===== config.mk =====
export PLATFORM = sky130hd
export DESIGN_NAME = regfile_wb_arbiter
export DESIGN_NICKNAME = d
export VERILOG_FILES = /design/src/rtl/regfile_wb_arbiter.sv
export SDC_FILE = /design/constraint.sdc
export NUM_CORES = 1
export LEC_CHECK = 0
export CAP_MARGIN = 20
export CORE_ASPECT_RATIO = 0.75
export CORE_MARGIN = 2
export CORE_UTILIZATION = 25
export DETAILED_ROUTE_END_ITERATION = 10
export PLACE_DENSITY = 0.86
export SLEW_MARGIN = 10
export SYNTH_ARGS = -nofsm -noshare
export SYNTH_HDL_FRONTEND = slang
export SYNTH_SLANG_ARGS = --single-unit

===== constraint.sdc =====
create_clock -name clk_i -period 2.5 [get_ports clk_i]
set_input_delay 0.25 -clock clk_i [delete_from_list [all_inputs] [get_ports clk_i]]
set_output_delay 0.25 -clock clk_i [all_outputs]
set_load 0.02 [all_outputs]

===== src/rtl/regfile_wb_arbiter.sv =====
// Write-back merge stage in front of the register file write port: the pipeline always
// wins, long-latency returns share the rest round-robin, and a starvation counter asks for a freeze.
module regfile_wb_arbiter #(
  parameter int width_p           = 32,
  parameter int els_p             = 32,
  parameter int num_src_p         = 3,
  parameter int stall_threshold_p = 4,
  parameter bit x0_tied_to_zero_p = 1'b1,
  localparam int addr_width_lp    = (els_p > 1) ? $clog2(els_p) : 1
) (
  input  logic                                     clk_i,
  input  logic                                     reset_i,
  input  logic                                     pipe_v_i,
  input  logic [addr_width_lp-1:0]                 pipe_addr_i,
  input  logic [width_p-1:0]                       pipe_data_i,
  input  logic [num_src_p-1:0]                     src_v_i,
  input  logic [num_src_p-1:0][addr_width_lp-1:0]  src_addr_i,
  input  logic [num_src_p-1:0][width_p-1:0]        src_data_i,
  output logic [num_src_p-1:0]                     src_yumi_o,
  output logic                                     w_v_o,
  output logic [addr_width_lp-1:0]                 w_addr_o,
  output logic [width_p-1:0]                       w_data_o,
  output logic                                     clear_v_o,
  output logic [addr_width_lp-1:0]                 clear_addr_o,
  output logic                                     stall_pipe_o
);

  localparam int ptr_width_lp = (num_src_p > 1) ? $clog2(num_src_p) : 1;
  localparam int cnt_width_lp = (stall_threshold_p + 1 > 1) ? $clog2(stall_threshold_p + 1) : 1;
  localparam logic [cnt_width_lp-1:0] cnt_last_lp = cnt_width_lp'(stall_threshold_p - 1);
  localparam logic [cnt_width_lp-1:0] cnt_max_lp  = cnt_width_lp'(stall_threshold_p);
  localparam logic [ptr_width_lp:0]   num_src_lp  = (ptr_width_lp + 1)'(num_src_p);
  localparam logic [ptr_width_lp-1:0] last_src_lp = ptr_width_lp'(num_src_p - 1);

  typedef enum logic {
    e_run,
    e_freeze
  } state_e;

  state_e                  state_q, state_d;
  logic [ptr_width_lp-1:0] rr_ptr_q, rr_ptr_d;
  logic [cnt_width_lp-1:0] blk_cnt_q, blk_cnt_d;
  logic                    stall_pipe_q, stall_pipe_d;

  logic [ptr_width_lp:0]    scan_idx;
  logic                     src_found;
  logic [ptr_width_lp-1:0]  grant_idx;
  logic                     src_grant;
  logic                     blocked;
  logic [addr_width_lp-1:0] sel_addr;
  logic                     x0_hit;

  // Scan from the highest offset down so the source nearest rr_ptr is the last one kept.
  always_comb begin
    scan_idx  = '0;
    src_found = 1'b0;
    grant_idx = '0;
    for (int i = num_src_p - 1; i >= 0; i--) begin
      scan_idx = {1'b0, rr_ptr_q} + (ptr_width_lp + 1)'(i);
      if (scan_idx >= num_src_lp) begin
        scan_idx = scan_idx - num_src_lp;
      end
      if (src_v_i[scan_idx[ptr_width_lp-1:0]]) begin
        src_found = 1'b1;
        grant_idx = scan_idx[ptr_width_lp-1:0];
      end
    end
  end

  always_comb begin
    src_grant    = !reset_i && !pipe_v_i && src_found;
    blocked      = pipe_v_i && (|src_v_i);
    sel_addr     = pipe_v_i ? pipe_addr_i : src_addr_i[grant_idx];
    x0_hit       = x0_tied_to_zero_p && (sel_addr == '0);
    src_yumi_o   = '0;
    if (src_grant) begin
      src_yumi_o[grant_idx] = 1'b1;
    end
    w_v_o        = !reset_i && (pipe_v_i || src_found) && !x0_hit;
    w_addr_o     = sel_addr;
    w_data_o     = pipe_v_i ? pipe_data_i : src_data_i[grant_idx];
    clear_v_o    = src_grant;
    clear_addr_o = src_addr_i[grant_idx];
  end

  // A freeze lasts until a source actually retires, or until no source is left to retire.
  always_comb begin
    state_d   = state_q;
    rr_ptr_d  = rr_ptr_q;
    blk_cnt_d = blk_cnt_q;
    if (src_grant) begin
      rr_ptr_d = (grant_idx == last_src_lp) ? '0 : grant_idx + 1'b1;
    end
    unique case (state_q)
      e_run: begin
        if (!blocked) begin
          blk_cnt_d = '0;
        end else if (blk_cnt_q == cnt_last_lp) begin
          state_d   = e_freeze;
          blk_cnt_d = '0;
        end else if (blk_cnt_q != cnt_max_lp) begin
          blk_cnt_d = blk_cnt_q + 1'b1;
        end
      end
      e_freeze: begin
        blk_cnt_d = '0;
        if (src_grant || !(|src_v_i)) begin
          state_d = e_run;
        end
      end
      default: begin
        state_d   = e_run;
        blk_cnt_d = '0;
      end
    endcase
    stall_pipe_d = (state_d == e_freeze);
  end

  always_ff @(posedge clk_i) begin
    if (reset_i) begin
      state_q      <= e_run;
      rr_ptr_q     <= '0;
      blk_cnt_q    <= '0;
      stall_pipe_q <= 1'b0;
    end else begin
      state_q      <= state_d;
      rr_ptr_q     <= rr_ptr_d;
      blk_cnt_q    <= blk_cnt_d;
      stall_pipe_q <= stall_pipe_d;
    end
  end

  assign stall_pipe_o = stall_pipe_q;

`ifndef SYNTHESIS
  // The pipeline must stay quiet while a freeze is being requested.
  pipe_during_freeze_a: assert property (@(posedge clk_i) disable iff (reset_i)
    (state_q == e_freeze) |-> !pipe_v_i);
`endif

endmodule


* Yosys cells after proc, flatten, opt, wreduce, memory -nomap -nowiden
Cells that the tools add are included.
** Cells by class
- Add/subtract/negate cells :: 7
- Order comparisons :: 8
- Equality and inequality tests :: 4
- Muxes and demuxes :: 33
- Bitwise gates (word level) :: 1
- Reduce and logical (&&, ||, !) cells :: 14
** Operators by type and width (number)
- $bmux W32 S2 :: 1
- $mux W32 :: 2
- $mux W2 :: 7
- $lt A2 B3 Y1 const B :: 4
- $mux W3 :: 4
- $bmux W5 S2 :: 1
- $mux W1 :: 10
- $mux W5 :: 2
- $bmux W1 S2 :: 3
- $ge A3 B2 Y1 const B :: 2
- $logic_and A1 B1 Y1 :: 6
- $pmux W3 S2 :: 1
- $sub A2 B2 Y2 const B :: 3
- $logic_not A5 Y1 :: 1
- $logic_not A1 Y1 :: 4
- $ne A4 B4 Y1 const B :: 1
- $add A2 B1 Y3 const B :: 1
- $add A2 B2 Y3 const B :: 1
- $add A3 B1 Y3 const B :: 1
- $eq A3 B2 Y1 const B :: 1
- $ne A3 B3 Y1 const B :: 1
- $reduce_or A3 Y1 :: 1
- $add A2 B1 Y2 const B :: 1
- $demux W1 S2 :: 1
- 6 further kinds :: 7
** Storage, ports and cells
- Bits in registers :: 6
- Input port bits :: 154
- Output and inout bits :: 48
- Word-level logic and storage cells :: 70

* Logic depth before layout (Yosys ltp)
Gate-level depths: netlist of the first run.
- Depth after elaboration :: 14
- Gate-level depth with buffers :: 12
- Depth with buffers taken out :: 9

* Worst setup path after synthesis of the first run
Ideal clock, no wire load.
- Kind :: register to output
- Start :: reg rr_ptr_q[1]
- End :: out w_v_o
- Data arrival time :: 2781 ps
- Required time :: 2250 ps
- Setup slack :: -531 ps
- Stages on the path, launching flop included :: 11
- Buffers on the path :: 1
- Path through :: dfxtp_1 -> inv_1 -> ha_1 -> buf_6 -> nor3b_1 -> o221ai_2 -> a31oi_2 -> mux2i_1 -> o21ai_0 -> mux2_2 -> o41a_1
** Between the ends
- Word-level cells in the longest chain between the ends :: 14
- Elaborated cells between the ends (all ways) :: 31
- Those cells by class :: 5 x add/sub; 3 x order compare; 18 x mux; 5 x reduce/logical
** Ends and longest elaborated chain
- start: declaration :: line 41 : logic [ptr_width_lp-1:0] rr_ptr_q, rr_ptr_d;
- start signal: assignment :: line 127 : rr_ptr_q <= rr_ptr_d;
- $add A2 B2 Y3 :: line 59 : scan_idx = {1'b0, rr_ptr_q} + (ptr_width_lp + 1)'(i);
- $ge A3 B2 Y1 / $sub A2 B2 Y2 (equally long branches) :: line 60, 61
- $mux W2 :: line 60 : if (scan_idx >= num_src_lp) begin
- $bmux W1 S2 :: line 63 : if (src_v_i[scan_idx[ptr_width_lp-1:0]]) begin
- $mux W1 (implied by the code) :: line 63
- $mux W2 (2 in series) :: line 63
- $mux W2 (*) :: line 63
- $bmux W5 S2 (*)
- $mux W5 (*)
- net clear_addr_o[4] :: line 24 : output logic [addr_width_lp-1:0] clear_addr_o,
- $mux W5 (*) :: line 73 : sel_addr = pipe_v_i ? pipe_addr_i : src_addr_i[grant_idx];
- net w_addr_o[4] :: line 21 : output logic [addr_width_lp-1:0] w_addr_o,
- $logic_not A5 Y1 (*) :: line 74 : x0_hit = x0_tied_to_zero_p && (sel_addr == '0);
- $logic_not A1 Y1 (*) :: line 79 : w_v_o = !reset_i && (pipe_v_i || src_found) && !x0_hit;
- $logic_and A1 B1 Y1 (*) :: line 79
- end: declaration :: line 20 : output logic w_v_o,
The timed path passes the listed nets; every way through them passes the cells marked *. The select of a mux whose other input is x is not followed.

* Worst setup path after layout of the first run
- Start :: reg rr_ptr_q[0]
- End :: out w_v_o
** Between the ends
- Word-level cells in the longest chain between the ends :: 14
- Elaborated cells between the ends (all ways) :: 31
- Those cells by class :: 5 x add/sub; 3 x order compare; 18 x mux; 5 x reduce/logical
** Ends and longest elaborated chain (line)
- $add A2 B2 Y3 :: 59
- $ge A3 B2 Y1 / $sub A2 B2 Y2 (equally long branches) :: 60, 61
- $mux W2 :: 60
- $bmux W1 S2 :: 63
- $mux W1 (implied by the code) :: 63
- $mux W2 (3 in series) :: 63
- $bmux W5 S2 :: 73
- $mux W5 (implied by the code) :: 73
- $mux W5 :: 73
- $logic_not A5 Y1 :: 74
- $logic_not A1 Y1 :: 79
- $logic_and A1 B1 Y1 (*) :: 79
Mark *: on every way between the ends. The rest lies on a longest branch, timed or not. The select of a mux whose other input is x is not followed.

==> impl_metrics.py, run 1 <==
metrics = {
    "status": {
        "status": "finished with violations",
        "failed_checks": "setup timing",
    },
    "placed_design": {
        "place_inst": 568,
        "io_buffer_count": 201,
        "gp_congestion": 0.826,
        "dp_hpwl_microns": 6830,
        "dp_slack_ps": -804,
        "placed_area_sq_um": 3960,
    },
    "synthesis": {
        "synth_top_area_cell": "mux2i_1",
        "post-synth-top-count-cell": "nand2_1",
        "syn_nets": 441,
        "ys_top_cells_by_count": "49 x nand2_1, 39 x nor2_1, 38 x mux2i_1, 36 x a21oi_1, 30 x o21ai_1",
        "avgSynthCellArea_sq_um": 6.16,
        "seq_area_frac_synth_pct": 6.91,
        "ys_ff_latch": 6,
        "synth_warnings": 0,
        "synthTopCellsByArea": "mux2i_1 22%, nand2_1 11%, a21oi_1 10%",
        "syn_inst": 282,
        "ys_async_sr_fraction_pct": 0,
        "syn-cell-area_sq_um": 1740,
        "synth_edf_count": 0,
        "synthFlopType": "dfxtp_1",
        "synth.distinct_cells": 41,
        "yosys.area.top_type_share_pct": 21.9,
    },
    "grt": {
        "grt_overflow_total": 0,
        "grt_pass1_wl_microns": 14800,
        "antenna_found_initial": 0,
        "grtUsageTotal_pct": 23.8,
        "grt_max_degree": 66,
        "grt_pass1_vias": 3050,
    },
    "final_layout": {
        "post-route-util_pct": 70.2,
        "layout-drive-gt1-share_pct": 30.8,
        "diodes": 0,
        "stdcell_area_sq_um": 4750,
        "fin_nets": 687,
        "fin_cells": 610,
        "area_growth_pct": 173,
    },
    "floorplanning": {
        "io_pins": 202,
        "start_util_pct": 25.7,
        "dieHeight_microns": 76.2,
        "num_rows": 26,
        "dieArea_sq_um": 7640,
        "core_area_sq_um": 6770,
        "fp.dieW_microns": 100,
    },
    "clock_network": {
        "cts_sinks": 6,
        "cts_hold_buffers": 0,
        "htreeDepth": 1,
        "cts_root_buf": "clkbuf_8",
        "cts_buffers": 3,
        "clk_latency_ps": 220,
        "clkTransAtPathRegs_ps": 40,
        "cts_buffer_depth": 2,
        "cts_tree": "done",
    },
    "critical_path": {
        "cp-end-kind": "output pin",
        "start_kind": "flop",
        "worstPathArrival_ps": 2750,
        "critPathRequiredTime_ps": 2250,
        "critPathKind": "reg -> out",
        "cp_max_fo": 7,
    },
    "routing": {
        "drc": 0,
        "vias": 3073,
        "wl_per_cell_microns": 17.0,
        "postRouteAntennaNets": 0,
        "dr.pass1.iters": 4,
        "routed_wl_microns": 10400,
        "first_iter_violations": 59,
        "viasPerCell": 5.04,
    },
    "timing": {
        "setup_slack_ps": -503,
        "layout_min_cycle_time_ps": 3000,
        "slew_headroom_pct": 57.1,
        "setup_viol": 41,
        "rsz0062_at_grt": "yes",
        "timing.fmax_mhz": 333,
        "hold_viol": 0,
        "post-route-period-util_pct": 120,
        "drv_slew": 0,
        "skew_ps": 2.61,
        "worst-slew-pin-transition_ps": 643,
        "fin_setup_tns_ps": -10060,
    },
    "pwr": {
        "ir_worst_vdd_mv": 0.252,
        "power.density_nw_per_um2": 586,
        "p_leak_nw": 1.94,
    },
    "worst_hold_path": {
        "hp-class": "reg -> reg",
    },
    "run": {
        "cap_violations": 0,
    },
}
==> logic make-up after synthesis <==
family	share of synthesized area [%]
AND/OR/NAND/NOR	26.8
AO/OA/AOI/OAI	30.5
multiplexers	24.5
buffers and inverters	7.70
flip-flops	6.91
adder cells (fa/ha/maj)	3.60
==> final timing paths <==
kind                                           startpoint                   endpoint  slack [ps]  depth (start not counted)
worst max-delay path             rr_ptr_q[0]$_SDFFE_PP0P_                      w_v_o        -500                         11
worst min-delay path            blk_cnt_q[1]$_SDFFE_PP0P_  blk_cnt_q[1]$_SDFFE_PP0P_         500                          2
worst max register to register   rr_ptr_q[0]$_SDFFE_PP0P_   rr_ptr_q[0]$_SDFFE_PP0P_         320                         11
worst min register to register  blk_cnt_q[1]$_SDFFE_PP0P_  blk_cnt_q[1]$_SDFFE_PP0P_         500                          2
==> flip-flops by register name, summed over array words and instances (netlist names) <==
signal and cells:
stall_pipe_o 1, blk_cnt_q 3, rr_ptr_q 2
==> cell usage in the layout (no fill, tap or decap), types with 2 or more instances in the layout <==
| cell | n |
|---|---|
| o221ai_4 | 2 |
| nand2_1 | 49 |
| a211oi_1 | 2 |
| nor2b_4 | 2 |
| mux2i_1 | 32 |
| clkbuf_2 | 2 |
| dfxtp_1 | 4 |
| o21ai_0 | 3 |
| o211ai_1 | 2 |
| dfxtp_4 | 2 |
| nor2_2 | 2 |
| inv_1 | 4 |
| o21ai_2 | 5 |
| buf_6 | 21 |
| clkbuf_16 | 2 |
| mux2_4 | 3 |
| nand3_1 | 4 |
| buf_16 | 7 |
| ha_4 | 2 |
| nor2_1 | 34 |
| buf_12 | 9 |
| mux2i_2 | 2 |
| buf_4 | 47 |
| nor2_4 | 3 |
| a21oi_1 | 28 |
| or2_1 | 2 |
| ha_1 | 3 |
| buf_2 | 19 |
| o21ai_1 | 31 |
| clkbuf_8 | 3 |
| a21oi_2 | 8 |
| nand3b_1 | 3 |
| clkdlybuf4s50_1 | 153 |
| mux2i_4 | 4 |
==> through the flow <==
stage / total power, W / hold slack, ps
global placement: 0.00180 / 471
CTS: 0.00241 / 498
global route: 0.00294 / 529
finish: 0.00278 / 495
floorplan: 0.00108 / 312
detailed placement: 0.00184 / 485
==> worst max-delay path: stages (launching register included) <==
cell      delay [ps]
dfxtp_4          350
inv_4             70
ha_4             180
nor3b_4          200
o221ai_2         140
a31oi_4          220
buf_6            160
mux2i_4          230
o211ai_1         150
or2_1            270
o41a_1           400
buf_6            150
==> final cells by class <==
| cell class | count | area, sq um |
|---|---|---|
| timing repair buffer | 262 | 2670 |
| fill | 507 | 2020 |
| multi-input combinational | 248 | 1780 |
| sequential | 6 | 128 |
| tap | 84 | 105 |
| clock buffer | 3 | 41.3 |
| inverter | 7 | 28.8 |
==> power by group <==
group | total (W) | switching [W] | internal, W
Combinational | 0.00252 | 0.00113 | 0.00139
Clock | 0.000145 | 0.0000413 | 0.000103
Sequential | 0.000119 | 0.0000122 | 0.000107
==> per-layer routing <==
| metal | part of all wire [%] | vias to the layer above | GRT usage [%] | wire [microns] |
|---|---|---|---|---|
| met1 | 39 | 1406 | 27.0 | 4010 |
| li1 | - | 1499 | - | - |
| met4 | 3.3 | 0 | 7.53 | 346 |
| met5 | 0 | - | 0 | 0 |
| met2 | 52 | 140 | 44.8 | 5410 |
| met3 | 6.1 | 28 | 3.85 | 631 |
==> repair_timing <==
action / 4_1_cts / 5_1_grt
cloned: 7 / 2
endpoints found under the setup margin: 47 / 47
resized for setup: 215 / 97
setup buffers: 18 / 13
pin swaps: 8 / 12
Power figures use the tool's default switching activity.
==> run 2, diff against run 1 <==
Settings changed: ABC_CLOCK_PERIOD_IN_PS from default to 2500.
==> results of run 2 <==
No change in the layout: final DEF, timing and power equal those of run 1.
